File: src/rtl/as6500_meas_sched.sv
// AS6500 shot scheduler: arms a measurement window per angle step, waits for the TDC
// interrupt, hands off to the SPI reader and keeps shot/timeout counters.
module as6500_meas_sched #(
  parameter int unsigned TIMEOUT_CYC = 1000
) (
  input  logic        i_clk_100m,
  input  logic        i_rst_n,
  input  logic        i_cfg_done,
  input  logic        i_motor_state,
  input  logic        i_angle_sync,
  input  logic        i_tdc_intn,
  input  logic        i_read_ack,
  input  logic        i_read_done,
  input  logic        i_cnt_clr,
  output logic        o_meas_en,
  output logic        o_frame_start,
  output logic        o_read_req,
  output logic        o_timeout_err,
  output logic        o_overrun,
  output logic [15:0] o_shot_cnt,
  output logic [7:0]  o_err_cnt,
  output logic [2:0]  o_state
);

  typedef enum logic [2:0] {
    IDLE     = 3'd0,
    ARM      = 3'd1,
    WAIT_INT = 3'd2,
    REQ      = 3'd3,
    READ     = 3'd4
  } state_t;

  localparam logic [15:0] TMO_LAST = 16'(TIMEOUT_CYC - 1);

  state_t      state;
  logic        intn_m, intn_s, angle_d;
  logic [15:0] timer;
  logic [15:0] shot_cnt;
  logic [7:0]  err_cnt;
  logic        angle_edge, run_ok, shot_done, tmo_hit;

  // Reset to 1: interrupt idle, and a level already high at release is not an edge.
  always_ff @(posedge i_clk_100m or negedge i_rst_n) begin
    if (!i_rst_n) begin
      intn_m  <= 1'b1;
      intn_s  <= 1'b1;
      angle_d <= 1'b1;
    end else begin
      intn_m  <= i_tdc_intn;
      intn_s  <= intn_m;
      angle_d <= i_angle_sync;
    end
  end

  assign angle_edge = i_angle_sync & ~angle_d;
  assign run_ok     = i_cfg_done & i_motor_state;
  assign shot_done  = ((state == READ) && i_read_done) ||
                      ((state == REQ) && i_read_ack && i_read_done);
  // Abort and interrupt both take precedence over the window timeout.
  assign tmo_hit    = ((state == WAIT_INT) && run_ok && intn_s && (timer == TMO_LAST)) ||
                      ((state == READ) && !i_read_done && (timer == TMO_LAST));

  // The ARM cycle counts as timer tick 0, so the window expires TIMEOUT_CYC cycles after ARM.
  always_ff @(posedge i_clk_100m or negedge i_rst_n) begin
    if (!i_rst_n) begin
      state         <= IDLE;
      timer         <= '0;
      o_meas_en     <= 1'b0;
      o_frame_start <= 1'b0;
      o_read_req    <= 1'b0;
      o_timeout_err <= 1'b0;
      o_overrun     <= 1'b0;
    end else begin
      o_frame_start <= 1'b0;
      o_timeout_err <= 1'b0;
      o_overrun     <= angle_edge && (state != IDLE);
      case (state)
        IDLE: begin
          o_meas_en  <= 1'b0;
          o_read_req <= 1'b0;
          if (angle_edge && run_ok) begin
            state         <= ARM;
            o_frame_start <= 1'b1;
            o_meas_en     <= 1'b1;
            timer         <= '0;
          end
        end
        ARM: begin
          if (!run_ok) begin
            state     <= IDLE;
            o_meas_en <= 1'b0;
          end else begin
            state <= WAIT_INT;
            timer <= timer + 16'd1;
          end
        end
        WAIT_INT: begin
          if (!run_ok) begin
            state     <= IDLE;
            o_meas_en <= 1'b0;
          end else if (!intn_s) begin
            state      <= REQ;
            o_meas_en  <= 1'b0;
            o_read_req <= 1'b1;
          end else if (tmo_hit) begin
            state         <= IDLE;
            o_meas_en     <= 1'b0;
            o_timeout_err <= 1'b1;
          end else begin
            timer <= timer + 16'd1;
          end
        end
        REQ: begin
          if (i_read_ack) begin
            o_read_req <= 1'b0;
            timer      <= '0;
            state      <= i_read_done ? IDLE : READ;
          end
        end
        READ: begin
          if (i_read_done) begin
            state <= IDLE;
          end else if (tmo_hit) begin
            state         <= IDLE;
            o_timeout_err <= 1'b1;
          end else begin
            timer <= timer + 16'd1;
          end
        end
        default: begin
          state      <= IDLE;
          o_meas_en  <= 1'b0;
          o_read_req <= 1'b0;
        end
      endcase
    end
  end

  always_ff @(posedge i_clk_100m or negedge i_rst_n) begin
    if (!i_rst_n) begin
      shot_cnt <= '0;
      err_cnt  <= '0;
    end else if (i_cnt_clr) begin
      shot_cnt <= '0;
      err_cnt  <= '0;
    end else begin
      if (shot_done)                  shot_cnt <= shot_cnt + 16'd1;
      if (tmo_hit && err_cnt != 8'hFF) err_cnt <= err_cnt + 8'd1;
    end
  end

  assign o_shot_cnt = shot_cnt;
  assign o_err_cnt  = err_cnt;
  assign o_state    = state;

endmodule

File: config.mk
export PLATFORM = sky130hd
export DESIGN_NAME = as6500_meas_sched
export DESIGN_NICKNAME = d
export VERILOG_FILES = /design/src/rtl/as6500_meas_sched.sv
export SDC_FILE = /design/constraint.sdc
export NUM_CORES = 1
export LEC_CHECK = 0
export BUFFER_PORTS_ARGS = -buffer_cell sky130_fd_sc_hd__clkbuf_2
export CAP_MARGIN = 20
export CORE_MARGIN = 5
export CORE_UTILIZATION = 57
export DETAILED_ROUTE_END_ITERATION = 7
export MAX_ROUTING_LAYER = met4
export PLACE_DENSITY = 0.81
export SLEW_MARGIN = 25
export SYNTH_ARGS = -nofsm -noshare
export SYNTH_HDL_FRONTEND = slang
export SYNTH_SLANG_ARGS = --single-unit
File: constraint.sdc
create_clock -name i_clk_100m -period 2.4 [get_ports i_clk_100m]
set_input_delay 0.24 -clock i_clk_100m [delete_from_list [all_inputs] [get_ports i_clk_100m]]
set_output_delay 0.24 -clock i_clk_100m [all_outputs]
set_load 0.02 [all_outputs]
==> results of run 1 <==
Yosys cell counts, types with 6 or more instances:
cell type   n
dfrtp_1    48
nor2_1     33
nand3_1    22
o21ai_0    20
nand2_1    16
a21oi_1    12
nand4_1    12
xor2_1     12
o31ai_1     9
and4_1      7
nor2b_1     7
and3_1      6
layout make-up:
type                       count  area [µm²]  area share
multi-input combinational    220        1380       0.437
clock inverter                 3        67.6      0.0213
timing repair buffer          51         283      0.0892
inverter                       5        18.8     0.00592
tap                           54        67.6      0.0213
sequential                    51        1280       0.404
clock buffer                   5        68.8      0.0217
path summary, 6_finish.rpt:
kind                       startpoint           end  slack [ns]  cells after the start
min in group asynchronous     i_rst_n     timer[15]        0.03                      2
max                        o_state[0]  o_err_cnt[4]        0.23                      5
min                        i_tdc_intn        intn_m       0.003                      1
max in group asynchronous     i_rst_n  o_err_cnt[0]        1.95                      2
min reg2reg                    intn_m        intn_s        0.36                      0
max reg2reg                o_state[0]  o_err_cnt[4]        0.23                      5
cell families (layout without fill, tap and decap cells):
group / Yosys count / after routing / synth area share
AOI/OAI and AO/OA: 67 / 67 / 0.163
muxes: 7 / 7 / 0.0270
and+or+nand+nor: 127 / 127 / 0.252
buffers and inverters: 16 / 64 / 0.0243
xor gates and xnor gates: 16 / 16 / 0.0513
DFF: 51 / 51 / 0.469
adders and majority gates: 3 / 3 / 0.0138
through the flow:
| step | hold slack (ns) | instance area (µm²) | util | setup slack, ns | cells |
|---|---|---|---|---|---|
| 2_1_floorplan | -0.0556 | 2730 | - | 0.404 | 287 |
| 3_3_place_gp | 0.328 | 3030 | 0.646 | 0.306 | 381 |
| 3_5_place_dp | 0.329 | 3030 | 0.646 | 0.254 | 381 |
| 4_1_cts | 0.0000476 | 3170 | 0.675 | 0.246 | 389 |
| 5_1_grt | 0.00409 | 3170 | 0.675 | 0.110 | 389 |
| 6_report | 0.00285 | 3170 | 0.675 | 0.226 | 389 |
power by group:
part           switching (mW)  internal [mW]
Combinational          0.0528         0.0263
Sequential            0.00812          0.867
Clock                   0.282          0.415
Total                   0.343           1.31
metal layers:
layer	vias to the layer above	wire length (µm)
met2	59	2820
li1	1150	-
met1	1124	2670
met5	-	0
met4	0	86
met3	11	260
registers in the layout, summed over array words and instances, names as in the netlist, 3 cells and up:
| name | flops |
|---|---|
| o_shot_cnt | 16 |
| o_state | 3 |
| timer | 16 |
| o_err_cnt | 8 |
==> impl_metrics.tcl, run 1 <==
set metrics [dict create \
    grt_pass1_wl_mm 10.0 \
    mappedNetlistNets 299 \
    leakagePower_nw 1.45 \
    number_of_drc_violations_after_detailed_routing_iteration_0 123 \
    timing.critical_path.fanout_max 15 \
    use_met2 0.334 \
    clock_tree.root_cell "clkbuf_8" \
    number_of_buffers_and_inverters_on_the_critical_path 0 \
    crit_type "reg2reg" \
    initial_antenna_violation_count 0 \
    cts.repair.resized 0 \
    starting_density_of_the_core 0.582 \
    mostFrequentLayoutCell "dfrtp_1" \
    horiz_die_dim_um 79.2 \
    min_period_over_period 0.906 \
    synth-async-reset-ratio 1.00 \
    fillCellCount 365 \
    dp_hpwl_mm 4.17 \
    flow.area_growth_from_synthesis_pct 16.1 \
    ir_worst_vdd_mv 0.415 \
    ant_nets 0 \
    final.setup_skew_ns 0.00712 \
    die_area_um2 6270 \
    cp_cell_sequence "or3b_4 -> a2bb2oi_2 -> nor3_4 -> nand4_1 -> mux2_1" \
    ys.warnings.count 0 \
    cts_tree "yes" \
    globalplace.congestion 0.896 \
    global_route.overflow_total 0 \
    most-common-layout-cells "48 x dfrtp_1, 40 x clkbuf_2, 33 x nor2_1" \
    floorplan.core_area_um2 4690 \
    die-height_um 79.2 \
    timing.final.setup_violations 0 \
    post_synth_main_area_contributors "dfrtp_1 44%, nor2_1 4.5%, nand3_1 4.0%" \
    run_status "complete, no violations" \
    post_synth.cell_area_avg_um2 9.51 \
    grt_util_met3 0.0374 \
    fin_total_pwr_mw 1.65 \
    grt_start_max_net_pins 52 \
    yosys_most_used_dff "dfrtp_1" \
    num_rows 25 \
    detailroute.via_count 2344 \
    slowest_delay_ns 0.53 \
    rsz_0062_raised_after_global_routing "false" \
    fmax_mhz 460 \
    timing.slew.headroom 0.581 \
    count_of_mapped_cells_out_of_synthesis 287 \
    cp_data_required_time_ns 2.60 \
    cts_sinks 51 \
    synth.yosys.seq_area_share 0.469 \
    drt_via_density 6.03 \
    postRouteWirelength_mm 5.84 \
    final_hold_viol_count 0 \
    layout-drive-gt1-share 0.221 \
    post_synth_edffs 0 \
    nets 346 \
    drtPass1Iterations 5 \
    synthesis.area_um2 2730 \
    worst_path_max_delay_cell "dfrtp_1" \
    worst_setup_hold_path_clk_slew_ns 0.09 \
    hp-class "in2reg" \
    power.density_nw_per_um2 521 \
    period_needed_ns 2.17 \
    netlist_cell_types 51 \
    synth_top_cell_by_area "dfrtp_1" \
    average_routed_wire_per_standard_cell_um 15.0 \
    critPathLaunchType "flip-flop" \
    endpoint_kind "flip-flop" \
    timing_worst_slew_pin_value_ns 0.629 \
    worst_ep_arrival_time_ns 2.37 \
    globalRouteTotalUtil 0.205 \
    final.setup.tns_ns 0 \
    met1_usage 0.257 \
    critical_path.top_delay_family "simple AND/OR/NAND/NOR gates" \
    cts.repair_timing.setup_buffer_count 0 \
    yosys.area.top_type_share 0.440 \
    drt_drc_violations_left 0 \
    cap_violations 0 \
    cts_buffers 5 \
    insertion_delay_to_the_later_sink_of_the_worst_skew_pair_ns 0.31 \
    clock_h_tree_levels 2 \
    antennaDiodeCount 0 \
    final_max_slew_viols 0 \
    yosys_register_bits 51 \
    grt_most_used_layer "met2" \
    post_cts_hold_fix_bufs 0 \
    floorplan.io_pins 41 \
    io_buffer_count 40 \
    grt_pass1_vias 2232 \
    cts_max_path_buffers 2 \
]
Power figures use the tool's default switching activity.
==> run 2, diff against run 1 <==
Settings changed: CORE_MARGIN 5 to unset, CORE_UTILIZATION 57 to 51, PLACE_DENSITY 0.81 to 0.76.
Clock period 2.4 ns to 1.9 ns, I/O delays scaled along.
==> impl_metrics.tcl, run 2 (synthesized netlist as in run 1, its figures left out) <==
set metrics [dict create \
    timing.reg2reg.setup_slack_ns 0.01 \
    dpl-instance-area_um2 3220 \
    final_hold_viol_count 0 \
    most-common-layout-cells "44 x dfrtp_1, 40 x clkbuf_2, 34 x buf_4" \
    hp-class "in2reg" \
    timing_endpoint_of_the_critical_path "timer[4]" \
    power.switching_fraction 0.221 \
    horiz_die_dim_um 75.2 \
    grt_pass1_vias 2300 \
    global_route.overflow_total 0 \
    globalRouteTotalUtil 0.247 \
    power.density_nw_per_um2 589 \
    timing.slew.headroom 0.629 \
    final_max_slew_viols 0 \
    cts_sinks 51 \
    run_status "complete, no violations" \
    cts_tree "yes" \
    cap_violations 0 \
    crit_type "reg2reg" \
    timing.rr.end "timer[4]" \
    layout-drive-gt1-share 0.290 \
    initial_antenna_violation_count 0 \
    grt_start_max_net_pins 32 \
    drt_via_density 5.63 \
    cp_data_required_time_ns 2.10 \
    timing_worst_slew_pin_value_ns 0.556 \
    flow.area_growth_from_synthesis_pct 25.4 \
    final_cell_area_um2 3420 \
    die_area_um2 5650 \
    die-height_um 75.2 \
    starting_density_of_the_core 0.531 \
    globalplace.congestion 0.897 \
    mostFrequentLayoutCell "dfrtp_1" \
    postRouteWirelength_mm 6.37 \
    fmax_mhz 530 \
    grt_pass1_wl_mm 10.3 \
    r2r-start "o_state[2]" \
    switching_power_mw 0.446 \
    critPathLaunchType "flip-flop" \
    timing.critical_path.fanout_max 8 \
    floorplan.core_area_um2 5140 \
    drt_drc_violations_left 0 \
    leakagePower_nw 1.59 \
    clock_h_tree_levels 2 \
    cts_buffers 5 \
    detailroute.via_count 2432 \
    share_seq_of_total_power 0.547 \
    num_rows 26 \
    endpoint_kind "flip-flop" \
    cellInternalPower_mw 1.57 \
    drtPass1Iterations 4 \
    worst_ep_arrival_time_ns 2.08 \
    p_comb_frac 0.062 \
    antennaDiodeCount 0 \
    logic_depth_of_the_worst_register_to_register_path 6 \
    timing.final.setup_violations 0 \
    insertion_delay_to_the_later_sink_of_the_worst_skew_pair_ns 0.30 \
    post-route-util 0.666 \
    final.setup_skew_ns 0.00309 \
    min_period_over_period 0.992 \
    clock_tree.root_cell "clkbuf_8" \
    period_needed_ns 1.89 \
    nets 373 \
    ant_nets 0 \
    dp_hpwl_mm 4.47 \
    rsz_0062_raised_after_global_routing "true" \
    power.clock.fraction 0.392 \
    cts_max_path_buffers 2 \
    average_routed_wire_per_standard_cell_um 14.7 \
    io_buffer_count 40 \
    worst_setup_hold_path_clk_slew_ns 0.09 \
    ir_worst_vdd_mv 0.365 \
    floorplan.io_pins 41 \
    number_of_drc_violations_after_detailed_routing_iteration_0 138 \
    cp-startpoint "o_state[2]" \
]
run 2: cell count changes in the layout (fill, tap and decap cells not counted), moves of 3 or more:
cell / change
dfrtp_2: +4
buf_4: +23
dfrtp_1: -4
dlygate4sd3_1: +3
run 2: layout make-up:
type	instances	area [µm²]
clock buffer	6	82.6
tap	70	87.6
timing repair buffer	78	505
inverter	5	18.8
clock inverter	2	35.0
sequential	51	1280
fill	435	1720
multi-input combinational	220	1410
run 2: power by group through the flow:
stage / sequential, mW / combinational [mW] / clock (mW)
final: 1.10 / 0.124 / 0.790
after global routing: 1.10 / 0.140 / 0.836
after CTS: 1.10 / 0.122 / 0.799
after detailed placement: 1.12 / 0.115 / 0
after global placement: 1.12 / 0.114 / 0
after floorplan: 1.13 / 0.0465 / 0
run 2: per-layer routing:
| metal | wire length, µm | up-vias | global-route usage |
|---|---|---|---|
| met2 | 3070 | 59 | 0.398 |
| met5 | 0 | - | - |
| met3 | 274 | 6 | 0.0482 |
| met1 | 2950 | 1164 | 0.315 |
| met4 | 68 | 0 | 0.0761 |
| li1 | - | 1203 | - |
run 2: how the worst min path moves through the flow:
| stage | startpoint | cells after the start | endpoint |
|---|---|---|---|
| after CTS | i_read_done | 2 | o_state[2] |
| final | i_read_done | 2 | o_state[2] |
| after floorplan | i_rst_n | 0 | o_err_cnt[0] |
| after detailed placement | i_rst_n | 1 | o_read_req |
| after global placement | i_rst_n | 1 | o_read_req |
| after global routing | i_read_done | 2 | o_state[2] |
run 2: stage by stage:
stage	std cells	setup WS [ns]	power [mW]	TNS (ns)	hold slack, ns
after global routing	432	-0.0499	2.08	-0.202	0.144
after detailed placement	417	0.0312	1.24	0	0.196
after CTS	428	0.0249	2.02	0	0.132
final	432	0.0148	2.02	0	0.131
after floorplan	287	-0.0473	1.17	-0.0473	-0.106
after global placement	417	0.105	1.24	0	0.200
run 2: repair_timing:
action                                  4_1_cts  5_1_grt
resized for setup                             1        4
hold buffers                                  3        0
setup buffers                                 0        4
gates cloned                                  0        0
endpoints found under the setup margin        1       17
pin swaps                                     0        0
endpoints found under the hold margin        19        0
run 2: worst max-delay path: stages, from the launching register on:
cell and delay [ns]:
dfrtp_2 0.47, or3_1 0.45, o221a_4 0.29, nand2_1 0.11
buf_4 0.15, o21ai_0 0.10, a22o_1 0.21
==> run 3, diff against run 2 <==
Settings changed: PLACE_DENSITY 0.76 to 0.74.
==> impl_metrics.tcl, run 3 (synthesized netlist as in run 1, its figures left out) <==
set metrics [dict create \
    ir_worst_vdd_mv 0.505 \
    ant_nets 0 \
    fmax_mhz 552 \
    cp_data_required_time_ns 2.14 \
    timing_worst_slew_pin_value_ns 0.553 \
    timing.critical_path.fanout_max 4 \
    dp_hpwl_mm 4.49 \
    wl_met1_mm 2.94 \
    cap_violations 0 \
    drt_via_density 5.60 \
    postRouteWirelength_mm 6.16 \
    timing.final.setup_violations 0 \
    run_status "complete, no violations" \
    p_comb_frac 0.068 \
    cts_max_path_buffers 2 \
    grt_pass1_wl_mm 10.4 \
    power.switching_fraction 0.238 \
    hold_path_depth 2 \
    timing.rr.end "o_state[1]" \
    globalRouteTotalUtil 0.252 \
    timing.reg2reg.setup_slack_ns 0.09 \
    floorplan.io_pins 41 \
    drtPass1Iterations 4 \
    worst_setup_hold_path_clk_slew_ns 0.09 \
    crit_type "reg2reg" \
    period_needed_ns 1.81 \
    critPathLaunchType "flip-flop" \
    nets 377 \
    share_seq_of_total_power 0.581 \
    r2r-start "timer[1]" \
    most-common-layout-cells "45 x dfrtp_1, 40 x clkbuf_2, 36 x buf_4" \
    final.setup_skew_ns 0.0110 \
    globalplace.congestion 0.856 \
    logic_depth_of_the_worst_register_to_register_path 7 \
    endpoint_kind "flip-flop" \
    power.density_nw_per_um2 547 \
    floorplan.core_area_um2 5140 \
    initial_antenna_violation_count 0 \
    min_period_over_period 0.954 \
    layout-drive-gt1-share 0.301 \
    timing.hold.worst.start "i_read_done" \
    worst_ep_arrival_time_ns 2.05 \
    number_of_drc_violations_after_detailed_routing_iteration_0 151 \
    detailroute.via_count 2441 \
    final_hold_viol_count 0 \
    flow.area_growth_from_synthesis_pct 26.8 \
    num_rows 26 \
    cts_buffers 5 \
    average_routed_wire_per_standard_cell_um 14.1 \
    topRoutingLayerUsed "met4" \
    die_area_um2 5650 \
    io_buffer_count 40 \
    sequential_cell_area_um2 1280 \
    fillCellCount 439 \
    fin_total_pwr_mw 1.89 \
    power.clock.fraction 0.352 \
    hp-class "in2reg" \
    final_max_slew_viols 0 \
    insertion_delay_to_the_later_sink_of_the_worst_skew_pair_ns 0.31 \
    wl_met2_mm 2.89 \
    die-height_um 75.2 \
    timing.slew.headroom 0.631 \
    finalHoldWorstSlack_ns 0.152 \
    clock_tree.root_cell "clkbuf_8" \
    area_of_combinational_cells_with_multiple_inputs_um2 1430 \
    starting_density_of_the_core 0.531 \
    cellInternalPower_mw 1.44 \
    whs_endpoint "o_state[2]" \
    drt_drc_violations_left 0 \
    horiz_die_dim_um 75.2 \
    mostFrequentLayoutCell "dfrtp_1" \
    final.setup.tns_ns 0 \
    grt_pass1_vias 2282 \
    switching_power_mw 0.450 \
    global_route.overflow_total 0 \
    clock_h_tree_levels 2 \
    cts_sinks 51 \
    cts_tree "yes" \
    rsz_0062_raised_after_global_routing "true" \
    antennaDiodeCount 0 \
    leakagePower_nw 1.63 \
    grt_start_max_net_pins 33 \
    met3_routed_length_um 253 \
]
run 3: timing repair:
action	in CTS	in global routing
hold buffers	3	0
endpoints found under the hold margin	18	0
setup buffers	0	4
resized for setup	1	10
endpoints found under the setup margin	1	9
pin swaps	0	3
run 3: metal layers:
layer / vias up / track usage
li1: 1211 / -
met1: 1173 / 0.339
met2: 49 / 0.389
met3: 8 / 0.0495
met4: 0 / 0.0741
met5: - / -
run 3: worst max path at each step:
stage | start | cells after the start | slack, ns | end
4_1_cts | o_state[1] | 5 | 0.003 | timer[0]
6_report | timer[1] | 7 | 0.09 | o_state[1]
2_1_floorplan | o_state[0] | 5 | -0.05 | timer[0]
3_3_place_gp | timer[10] | 6 | 0.06 | o_meas_en
5_1_grt | timer[1] | 7 | -0.01 | o_err_cnt[7]
3_5_place_dp | timer[10] | 5 | 0.02 | timer[0]
run 3: metrics by stage:
step | util | cell area [µm²] | setup slack [ns] | std cells
after floorplan | - | 2730 | -0.0473 | 287
after global placement | 0.632 | 3250 | 0.0612 | 421
after detailed placement | 0.632 | 3250 | 0.0230 | 421
after CTS | 0.658 | 3380 | 0.00315 | 432
after global routing | 0.674 | 3460 | -0.0138 | 436
final | 0.674 | 3460 | 0.0876 | 436
run 3: area by class of cell:
cell class	instances	area share
multi-input combinational	220	0.413
clock buffer	6	0.0239
timing repair buffer	82	0.157
tap	70	0.0253
inverter	5	0.00542
clock inverter	2	0.00470
sequential	51	0.371
run 3: power by group through the flow:
stage	clock, mW	sequential (mW)	combinational, mW
floorplan	0	1.13	0.0465
global placement	0	1.12	0.117
detailed placement	0	1.12	0.118
CTS	0.681	1.10	0.124
global route	0.719	1.10	0.143
finish	0.667	1.10	0.128
run 3: worst max-delay path, cell delays in order, from the launching register on:
cell and delay [ns]:
dfrtp_1 0.41, ha_1 0.21, and4bb_2 0.24, nand4_1 0.19, nor2_2 0.07, buf_4 0.15
a211o_1 0.30, a21oi_2 0.17
